--- src/rtl/quad_step_decoder.sv ---
// -----------------------------------------------------------------------------
// quad_step_decoder
//
// Quadrature (A/B) decoder feeding the Enable/UpDown step interface of the
// up/down Counter. PhaseA/PhaseB are synchronised, optionally glitch filtered,
// then Gray-code transitions are decoded into one-cycle Enable pulses with an
// UpDown direction. A local wrap-around position (Count) mirrors the attached
// Counter. Double-bit transitions set a sticky Error flag and bump a
// saturating ErrCount.
//
// Configuration macro:
//   QDEC_FILTER_EN  - when defined, a per-phase glitch filter sits after the
//                     synchroniser. A filtered phase follows its synchronised
//                     input only after FILTER_LEN consecutive cycles of a new
//                     value. When undefined, FILTER_LEN is not used by logic.
//
// Latency: a pin change driven just after posedge k is sampled at k+1, so
// Enable is high for the single cycle after posedge k+3
// (2 sync flops + 1 decode register), plus FILTER_LEN with the filter.
// -----------------------------------------------------------------------------
module quad_step_decoder #(
    parameter int WIDTH      = 4,
    parameter int FILTER_LEN = 3
) (
    input  logic             Clk,
    input  logic             Rst,
    input  logic             PhaseA,
    input  logic             PhaseB,
    input  logic             ClrErr,
    output logic             Enable,
    output logic             UpDown,
    output logic [WIDTH-1:0] Count,
    output logic             Error,
    output logic [WIDTH-1:0] ErrCount
);

    // Elaboration-time range check on the filter length.
    if (FILTER_LEN < 1 || FILTER_LEN > 15) begin : g_bad_filter_len
        $error("quad_step_decoder: FILTER_LEN must be in 1..15");
    end

    // Classification of one {prev, cur} phase-pair transition.
    typedef enum logic [1:0] {
        STEP_NONE    = 2'd0,
        STEP_UP      = 2'd1,
        STEP_DOWN    = 2'd2,
        STEP_ILLEGAL = 2'd3
    } step_e;

    // -------------------------------------------------------------------------
    // Synchroniser: two flops per phase, bit 1 = A, bit 0 = B.
    // -------------------------------------------------------------------------
    logic [1:0] meta_q, meta_d;
    logic [1:0] sync_q, sync_d;

    // First stage samples the raw pins directly; second stage just retimes.
    always_comb begin
        meta_d = {PhaseA, PhaseB};
        sync_d = meta_q;
    end

    // Synchroniser registers, cleared by reset.
    always_ff @(posedge Clk) begin
        // NOTE: sequential state is always assigned with <= so every flop
        // samples pre-edge values regardless of statement order.
        if (Rst) begin
            meta_q <= '0;
            sync_q <= '0;
        end else begin
            meta_q <= meta_d;
            sync_q <= sync_d;
        end
    end

    // -------------------------------------------------------------------------
    // Optional glitch filter. cur_phase is what the decoder compares.
    // -------------------------------------------------------------------------
    logic [1:0] cur_phase;

`ifdef QDEC_FILTER_EN
    // Warm-up covers the synchroniser plus the filter settling from its
    // reset value to the real pin level.
    localparam int         WARMUP    = 2 + FILTER_LEN;
    localparam logic [3:0] FILT_LAST = 4'(FILTER_LEN - 1);

    logic [1:0]      filt_q, filt_d;
    logic [1:0][3:0] fcnt_q, fcnt_d;

    // Per phase: count consecutive cycles where the synced value differs from
    // the filtered value; accept the new value once the run reaches FILTER_LEN.
    always_comb begin
        filt_d = filt_q;
        fcnt_d = fcnt_q;
        for (int i = 0; i < 2; i++) begin
            if (sync_q[i] == filt_q[i]) begin
                fcnt_d[i] = '0;
            end else if (fcnt_q[i] == FILT_LAST) begin
                filt_d[i] = sync_q[i];
                fcnt_d[i] = '0;
            end else begin
                fcnt_d[i] = fcnt_q[i] + 4'd1;
            end
        end
    end

    // Filter state registers, cleared by reset.
    always_ff @(posedge Clk) begin
        if (Rst) begin
            filt_q <= '0;
            fcnt_q <= '0;
        end else begin
            filt_q <= filt_d;
            fcnt_q <= fcnt_d;
        end
    end

    assign cur_phase = filt_q;
`else
    // Warm-up covers only the two synchroniser stages.
    localparam int WARMUP = 2;

    assign cur_phase = sync_q;
`endif

    localparam logic [4:0] WARM_LAST = 5'(WARMUP);

    // -------------------------------------------------------------------------
    // Decode state.
    // -------------------------------------------------------------------------
    logic [1:0]       prev_q, prev_d;
    logic             primed_q, primed_d;
    logic [4:0]       warm_q, warm_d;
    logic             enable_q, enable_d;
    logic             updown_q, updown_d;
    logic [WIDTH-1:0] count_q, count_d;
    logic             error_q, error_d;
    logic [WIDTH-1:0] err_cnt_q, err_cnt_d;
    logic [WIDTH-1:0] err_base;
    step_e            step;

    // Transition table for the Gray sequence 00->01->11->10->00 (up) and its
    // reverse (down); any pair differing in both bits is illegal.
    always_comb begin
        step = STEP_NONE;
        case ({prev_q, cur_phase})
            4'b00_01, 4'b01_11, 4'b11_10, 4'b10_00: step = STEP_UP;
            4'b00_10, 4'b10_11, 4'b11_01, 4'b01_00: step = STEP_DOWN;
            4'b00_11, 4'b11_00, 4'b01_10, 4'b10_01: step = STEP_ILLEGAL;
            default:                                step = STEP_NONE;
        endcase
    end

    // Next-state for priming, step pulse, position and error bookkeeping.
    always_comb begin
        // NOTE: every signal gets a default before any branch so no path
        // leaves one unassigned, which would otherwise infer a latch.
        prev_d    = prev_q;
        primed_d  = primed_q;
        warm_d    = warm_q;
        enable_d  = 1'b0;
        updown_d  = updown_q;
        count_d   = count_q;
        error_d   = error_q;
        err_cnt_d = err_cnt_q;

        // A clear coincident with an illegal edge counts that edge from zero.
        err_base = ClrErr ? '0 : err_cnt_q;

        if (ClrErr) begin
            error_d   = 1'b0;
            err_cnt_d = '0;
        end

        if (!primed_q) begin
            // Hold off until the synchronised (and filtered) phases reflect
            // the real pins, so the reset value never decodes as an edge.
            if (warm_q == WARM_LAST) begin
                primed_d = 1'b1;
                prev_d   = cur_phase;
            end else begin
                warm_d = warm_q + 5'd1;
            end
        end else begin
            prev_d = cur_phase;
            case (step)
                STEP_UP: begin
                    enable_d = 1'b1;
                    updown_d = 1'b1;
                    count_d  = count_q + WIDTH'(1);
                end
                STEP_DOWN: begin
                    enable_d = 1'b1;
                    updown_d = 1'b0;
                    count_d  = count_q - WIDTH'(1);
                end
                STEP_ILLEGAL: begin
                    error_d   = 1'b1;
                    err_cnt_d = (err_base == '1) ? err_base : err_base + WIDTH'(1);
                end
                default: ;
            endcase
        end
    end

    // Decode registers; reset wins over ClrErr and over decode.
    always_ff @(posedge Clk) begin
        if (Rst) begin
            prev_q    <= '0;
            primed_q  <= 1'b0;
            warm_q    <= '0;
            enable_q  <= 1'b0;
            updown_q  <= 1'b0;
            count_q   <= '0;
            error_q   <= 1'b0;
            err_cnt_q <= '0;
        end else begin
            prev_q    <= prev_d;
            primed_q  <= primed_d;
            warm_q    <= warm_d;
            enable_q  <= enable_d;
            updown_q  <= updown_d;
            count_q   <= count_d;
            error_q   <= error_d;
            err_cnt_q <= err_cnt_d;
        end
    end

    assign Enable   = enable_q;
    assign UpDown   = updown_q;
    assign Count    = count_q;
    assign Error    = error_q;
    assign ErrCount = err_cnt_q;

endmodule

--- config.mk ---
export PLATFORM = sky130hd
export DESIGN_NAME = quad_step_decoder
export DESIGN_NICKNAME = d
export VERILOG_FILES = /design/src/rtl/quad_step_decoder.sv
export SDC_FILE = /design/constraint.sdc
export NUM_CORES = 1
export LEC_CHECK = 0
export CAP_MARGIN = 20
export CORE_MARGIN = 2
export CORE_UTILIZATION = 52
export DETAILED_ROUTE_END_ITERATION = 7
export GPL_TIMING_DRIVEN = 0
export PLACE_DENSITY = 0.77
export SYNTH_ARGS = -nofsm -noshare
export SYNTH_HDL_FRONTEND = slang
export SYNTH_SLANG_ARGS = --single-unit
--- constraint.sdc ---
create_clock -name Clk -period 2.7 [get_ports Clk]
set_clock_uncertainty 0.2 [all_clocks]
set_input_delay 0.675 -clock Clk [delete_from_list [all_inputs] [get_ports Clk]]
set_output_delay 0.675 -clock Clk [all_outputs]
set_load 0.005 [all_outputs]
======== After elaboration in Yosys (flattened, before gate mapping) ========
Memories as Yosys holds them, arrays and structs flattened.
Index checks and enable logic that the tools add are counted.
word-level totals
  register bits after elaboration ......... 23
  ROM bits ................................ 32
  bits of input ports ..................... 5
  output and inout port bits .............. 11
  logic and storage cells ................. 42
  memories kept ........................... 1
cells by class
  $add $sub $neg .......................... 4
  equality and inequality tests ........... 5
  mux-type cells .......................... 14
  bitwise operators ....................... 2
  reductions and logical operators ........ 6
memories
  name              depth  bits a word  read ports  clocked after Yosys merged registers in  wr ports  RTL line  text
  (name not given)  16     2            1           0                                        0         145       case ({prev_q, cur_phase})
operators by type and width
  kind                 number
  $mux 4               4
  $add 4x1->4 const B  2
  $pmux 4 s2           1
  $mux 1               6
  $add 5x1->5 const B  1
  $eq 5x2->1 const B   1
  $eq 2x2->1 const B   2
  $eq 4x4->1 const B   1
  $mux 2               2
  $reduce_and 2->1     2
  $reduce_bool 2->1    2
  $reduce_or 2->1      2
  $sub 4x1->4 const B  1
  $eq 2x1->1 const B   1
  $not 1->1            2
  $pmux 1 s2           1

======== Longest topological paths before layout ========
  word-level depth ........................ 5
  gate-level depth with buffers ........... 9

======== Least setup slack after synthesis ========
OpenSTA, ideal clock, no wires.
  kind .................................... register to register
  start point ............................. register sync_q[0], in the netlist cur_phase[0]
  end point ............................... register count_q[3], in the netlist Count[3]
  setup time .............................. 66 ps
  arrival ................................. 2185 ps
  required time ........................... 2434 ps
  slack ................................... 249 ps
  cell stages (with the launch flop) ...... 10
  path buffers ............................ 1
  period minus slack after synthesis ...... 2451 ps
  cells stage by stage .................... dfxtp_1 > buf_2 > nor2_1 > a211oi_1 > a21oi_1 > ha_1 > or4b_1 > or4_1 > a31o_1 > a21oi_2
on the way
  word-level cells in the longest chain between the ends .. 4
  elaborated cells between the ends (all ways) .. 6
  those cells by class .................... eq/ne: 2; mux: 1; reduce/logical: 2; memory: 1
ends and longest elaborated chain
  item                                             RTL line  text
  start, declared                                  54        logic [1:0] sync_q, sync_d;
  start signal, assigned                           71        sync_q <= sync_d;
  $mem_v2 16x2 *                                   --
  $eq 2x2->1 / $eq 2x1->1 (equally long branches)  185       case (step)
  $reduce_bool 2->1 (no source line)               --
  $reduce_and 2->1 (no source line)                --
  end signal, assigned                             222       count_q <= count_d;
  end, declared                                    135       logic [WIDTH-1:0] count_q, count_d;
Every way passes the cells marked *; elsewhere a longest branch is shown, timed or not.
A chain may end at the register's enable or synchronous reset.

======== Worst setup path in the final report ========
Ends and elaborated chain as after synthesis.

==> results.cfg <==
[critical_path]
crit_type = reg2reg
setup.worst_path.end = Count[3]
worstPathRequired_ps = 2760
timing.rr.start = cur_phase[0]
crit_start = cur_phase[0]
r2r-end = Count[3]
r2r_cells = 9
endpoint_kind = flop
cp-start-kind = flop
rrSetupSlack_ps = 160
worstPathMaxFanout = 9
arrival_ps = 2600

[yosys]
synth_top_area_share_pct = 41.07
ys_seq_elements = 23
syn_avg_cell_area_um2 = 8.969
synth_nets = 135
yosysWarnings = 0
yosysTopAreaCell = dfxtp_1
synth-xor-area-share_pct = 8.594
yosysSeqAreaShare_pct = 41.07
synthMuxAreaShare_pct = 2.790
synthSimpleGateAreaFrac_pct = 26.34
synthAdderAreaFrac_pct = 5.580
synth_top_family_by_area = simple AND/OR/NAND/NOR gates
synth_compound_area_share_pct = 11.83
synth_cell_types = 34
syn_area_mm2 = 0.001121
postSynthCellCount = 125
yosys-top-cells-area = dfxtp_1 41%, nor2b_1 6.1%, nor2_1 5.7%

[hold_path]
hold_depth = 1
holdCritPathClass = reg2reg

[pwr]
clkPwrFrac_pct = 20.9
power.total_w = 0.0007500
p_int_w = 0.0005197
switching_share_pct = 30.71
cellLeakagePower_nw = 0.5126
switchingPower_w = 0.0002303
pwr-share-seq_pct = 52.8
powerDensity_mw_per_mm2 = 558.7
comb_power_share_pct = 26.3
ir_drop_v = 0.0004235

[drt]
wl_met2_um = 916
wl_per_cell_um = 11.17
top_layer_used = met4
wl_um = 1910
antenna_left = 0
drc = 0
vias_per_cell = 5.287
wl_met1_um = 912
met3_length_um = 56
vias = 904
drt_iter0_markers = 17
firstDrtPassIters = 4

[cells_and_area]
postLayoutCoreUtil_pct = 67.06
synthToLayoutAreaGrowth_pct = 19.75
final_nets = 155
drive_gt1_share_pct = 10.42
n_antenna_cell = 0
fillers = 168

[die]
core.rowCount = 16
die-area_mm2 = 0.002543
start_util_pct = 56.00
die_height_um = 50.43
core_region_area_mm2 = 0.002002
pin_count = 16
die_x_um = 50.43

[timing]
fin_tns_setup_ps = 0
tightest_slew_ps = 635.2
maxSlewViolCount = 0
rsz0062_at_grt = false
finalCritPeriodShare_pct = 94.15
fin_crit_ps = 2542
timing.fmax_ghz = 0.3934
setup_violations = 0
slew_headroom_pct = 57.06
worst_slack_ps = 157.9
finalHoldViolCount = 0

[grt]
grt_max_degree = 14
grt_pass1_vias = 849
grt_pass1_wl_um = 3456
antenna_found_initial = 0
grt_use_total_pct = 17.60
grt.overflow.total = 0

[clocking]
cts.sinks = 23
numCtsBuffers = 3
clockBufferDepth = 2
root_buffer = clkbuf_4
clkTransAtPathRegs_ps = 130
cts_max_level = 1
insertion_delay_ps = 310
post_cts_buffers = 0
cts_tree = yes

[place]
pre_cts_slack_ps = 111.3
gp_congestion = 0.8311
io_buffers = 15
dp_hpwl_um = 1427

[outcome]
run_status = complete, no violations

[run]
drv.max_cap_violation_count = 0
## how the worst min path moves through the flow
stage | from | end | slack (ps)
after floorplan | meta_q[0] | cur_phase[0] | 210
after global placement | meta_q[1] | cur_phase[1] | 230
after detailed placement | meta_q[1] | cur_phase[1] | 230
after CTS | meta_q[0] | cur_phase[0] | 250
after global routing | meta_q[1] | cur_phase[1] | 270
final | meta_q[0] | cur_phase[0] | 250
## routing by layer
| layer | global-route usage [%] | vias up |
|---|---|---|
| li1 | - | 473 |
| met1 | 22.06 | 415 |
| met2 | 30.26 | 14 |
| met3 | 3.571 | 2 |
| met4 | 5.405 | 0 |
| met5 | 0 | - |
## layout make-up
cell class	count	area, um^2	area share [%]
Tap cell	27	33.78	2.516
Clock inverter	1	5.005	0.3728
Timing Repair Buffer	15	150.1	11.18
Multi-Input combinational cell	94	625.6	46.60
Buffer	7	41.29	3.075
Inverter	1	3.754	0.2796
Clock buffer	3	22.52	1.678
Sequential cell	23	460.4	34.30
## critical path, stage by stage (launching register included)
cell	delay [ps]
dfxtp_1	340
clkbuf_4	190
nor2_1	60
a211oi_2	180
a21oi_1	70
ha_2	210
or4b_1	460
or4_1	430
a31o_1	240
a21oi_2	120
## power groups by stage
stage               Clock, W  Combinational [W]  Sequential (W)
floorplan                  0           0.000148        0.000400
global placement           0           0.000191        0.000403
detailed placement         0           0.000196        0.000404
CTS                 0.000162           0.000197        0.000397
global route        0.000179           0.000224        0.000402
finish              0.000157           0.000197        0.000396
## state kept, by name (all words and copies together) (netlist names)
name and flops:
prev_q 2, meta_q 2, primed_q 1, Error 1
Enable 1, warm_q 5, cur_phase 2, UpDown 1
Count 4, ErrCount 4
## layout by cell type (no fill, tap or decap), drive strengths merged, types with 5 or more instances in the layout
cell / n
nor2: 17
nor2b: 11
clkbuf: 6
nand2: 6
nand3: 5
ha: 5
clkdlybuf4s50: 15
a21oi: 8
xor2: 7
dfxtp: 23
## synthesized netlist by cell type
| cell | count |
|---|---|
| xor2_1 | 7 |
| o2111ai_1 | 1 |
| o21ai_0 | 2 |
| o31ai_1 | 1 |
| clkbuf_1 | 1 |
| a31o_1 | 1 |
| ha_1 | 5 |
| nand3_1 | 5 |
| mux2_2 | 1 |
| nor4_1 | 1 |
| o221ai_1 | 1 |
| buf_4 | 2 |
| nand2b_4 | 1 |
| a211oi_1 | 4 |
| nand2_1 | 6 |
| o21a_1 | 2 |
| and4b_1 | 1 |
| clkbuf_2 | 1 |
| nor3_1 | 4 |
| nor2_1 | 17 |
| a21oi_1 | 7 |
| mux2i_1 | 2 |
| nor2b_1 | 11 |
| buf_2 | 3 |
| inv_1 | 1 |
| nor4b_1 | 1 |
| nor3b_1 | 1 |
| nand4_1 | 2 |
| a21oi_2 | 1 |
| dfxtp_1 | 23 |
| or4b_1 | 1 |
| nand2b_1 | 3 |
| xnor2_1 | 4 |
| or4_1 | 1 |
## timing repair
item | CTS | global route
hold endpoints to repair | 0 | 0
setup endpoints to repair | 0 | 1
hold buffers | 0 | 0
resized for setup | 0 | 3
## cell families (layout without fill, tap and decap cells)
family | after synthesis | after routing
adder cells (fa/ha/maj) | 5 | 5
buffers and inverters | 8 | 27
XOR/XNOR | 11 | 11
AO/OA/AOI/OAI | 20 | 20
flip-flops | 23 | 23
multiplexers | 3 | 3
AND/OR/NAND/NOR | 55 | 55
## stage by stage
stage / hold WS (ps) / cells / area [um^2]
after CTS: 254.2 / 171 / 1333
after global placement: 230.3 / 167 / 1305
after detailed placement: 226.6 / 167 / 1305
after global routing: 273.0 / 171 / 1343
after floorplan: 213.8 / 125 / 1121
final: 251.1 / 171 / 1343
(Power assumes the default switching activity.)
==> RTL change: new RTL, config.mk and constraints unchanged <==
The option `QDEC_FILTER_EN` is turned on by a define.
--- a/src/rtl/quad_step_decoder.sv
+++ b/src/rtl/quad_step_decoder.sv
@@ -20,2 +20,4 @@
 // -----------------------------------------------------------------------------
+`define QDEC_FILTER_EN
+
 module quad_step_decoder #(
Formal check against the unedited RTL: not equivalent (Yosys sat finds a counterexample within 10 cycles, from zero or initial values and one cycle with Rst high).
==> RTL change against the unedited design <==
Sequential cell count increased by 10. Power increased by 11%. Worst hold slack improved by 0.0076 ns. Setup slack got worse by 0.023 ns. Sequential share of layout area increased by 3.1 points. Design area increased by 31%. Wire length increased by 42%. Maximum frequency decreased by 0.91%. Global-route usage increased by 1.2 points. Sequential power increased by 29%. Synthesized area increased by 36%.
==> RTL change: results (changes against the unedited design) <==
pre_cts_ws_ns: 0.03169  # was 0.1113 ns
worstHoldStart: "meta_q[1]"  # was meta_q[0]
grt_first_pass_wirelength_mm: 4.767  # was 3.456 mm
synth.net_count: 180  # was 135
dp_hpwl_mm: 1.965  # was 1.427 mm
io_buffers: 14  # was 15
rr_startpoint: "cur_phase[0]"  # unchanged
track_usage_pct: 18.76  # was 17.60%
ir_worst_vdd_mv: 0.3472  # was 0.4235 mV
r2r_slack_ns: 0.13  # was 0.16 ns
cts_max_level: 2  # was 1
power.leakage_uw: 0.0006780  # was 0.0005126 uW
cts_made_buffers: 5  # was 3
cp.arrival_ns: 2.64  # was 2.60 ns
grt_max_degree: 12  # was 14
synth_common_cells: "dfxtp_1 (33), nor2_1 (28), nor2b_1 (10)"  # was dfxtp_1 (23), nor2_1 (17), nor2b_1 (11)
place_congestion: 0.8502  # was 0.8311
final_nets: 201  # was 155
vias: 1173  # was 904
yosysSeqAreaShare_pct: 43.39  # was 41.07%
first_global_vias: 1129  # was 849
drtIter0Drc: 49  # was 17
critPathMaxFanout: 10  # was 9
synth_top_cells_by_area: "dfxtp_1 (43%), ha_1 (7.4%), nor2_1 (6.9%), xnor2_1 (4.6%), xor2_1 (4.6%)"  # was dfxtp_1 (41%), nor2b_1 (6.1%), nor2_1 (5.7%), ha_1 (5.6%), xor2_1 (5.5%)
whs_endpoint: "sync_q[1]"  # was cur_phase[0]
clkLatencyLatePin_ns: 0.34  # was 0.31 ns
status: "finished clean"  # unchanged
slew_headroom_pct: 57.81  # was 57.06%
clk_pin_slew_worst_paths_ns: 0.11  # was 0.13 ns
drive_gt1_share_pct: 7.979  # was 10.42%
## RTL change: cell count changes after synthesis, sizes merged, moves of 2 or more
cell / before / now
or3: 0 / 2
ha: 5 / 9
mux2i: 2 / 4
xnor2: 4 / 8
nor3b: 1 / 3
nor2: 17 / 28
dfxtp: 23 / 33
inv: 1 / 3
## RTL change: area by class of cell
| class | count | area, um^2 |
|---|---|---|
| clock buffers | 5 | 37.54 |
| fillers | 250 | 992.2 |
| flip-flops and latches | 33 | 660.6 |
| clock inverters | 3 | 17.52 |
| multi-input cells | 122 | 817.0 |
| inverters | 3 | 11.26 |
| plain buffers | 8 | 42.54 |
| well taps | 31 | 38.79 |
| repair buffers | 14 | 140.1 |
## RTL change: how the worst max path moves through the flow
stage,from,end,slack (ns),cells past startpoint
after CTS,cur_phase[0],Count[3],0.05,9
final,cur_phase[0],Count[3],0.13,9
after floorplan,cur_phase[0],Count[3],0.19,9
after global routing,cur_phase[0],Count[3],0.005,9
after global placement,cur_phase[0],Count[3],0.09,9
after detailed placement,cur_phase[0],Count[3],0.03,9
## RTL change: metal layers
| layer | global-route usage [%] | vias up | wire length (um) |
|---|---|---|---|
| met2 | 32.14 | 11 | 1327 |
| met5 | 0 | - | 0 |
| met3 | 4.688 | 5 | 69 |
| li1 | - | 609 | - |
| met4 | 9.967 | 0 | 51 |
| met1 | 21.40 | 548 | 1258 |
## RTL change: critical path, delay by kind of cell, from the launching register on
family	cells	cell delay, ns
flops	1	0.38
compound gates	4	0.62
simple gates	3	0.93
fa+ha+maj	1	0.21
buf+inv	1	0.16
## RTL change: stage by stage
stage | utilization (%) | instances | instance area, um^2 | total power [uW] | hold WS, ns
finish | 64.02 | 219 | 1765 | 830.3 | 0.2587
global route | 64.02 | 219 | 1765 | 869.9 | 0.2796
CTS | 63.79 | 219 | 1759 | 844.8 | 0.2635
detailed placement | 61.71 | 211 | 1702 | 572.2 | 0.2276
global placement | 61.71 | 211 | 1702 | 568.1 | 0.2305
floorplan | - | 166 | 1523 | 555.9 | 0.2138
## RTL change: power by group
group	switching, uW	total (uW)	leakage, uW	internal [uW]
combinational	24.3	47.8	0.000380	23.5
sequential	12.5	512	0.000267	500
clock	172	270	0.0000310	98.0
## RTL change: cells by family (layout without fill, tap and decap cells)
kind of cell	after synthesis	after routing	synth area share (%)
AO/OA/AOI/OAI	22	22	9.532
XOR/XNOR	16	16	9.203
adder cells (fa/ha/maj)	9	9	7.395
buffers and inverters	11	33	3.122
flip-flops	33	33	43.39
multiplexers	5	5	3.369
AND/OR/NAND/NOR	70	70	23.99
## RTL change: timing repair
action | CTS | global route
pin swaps | 0 | 1
endpoints found under the setup margin | 1 | 1
cloned | 0 | 0
resized for setup | 1 | 2
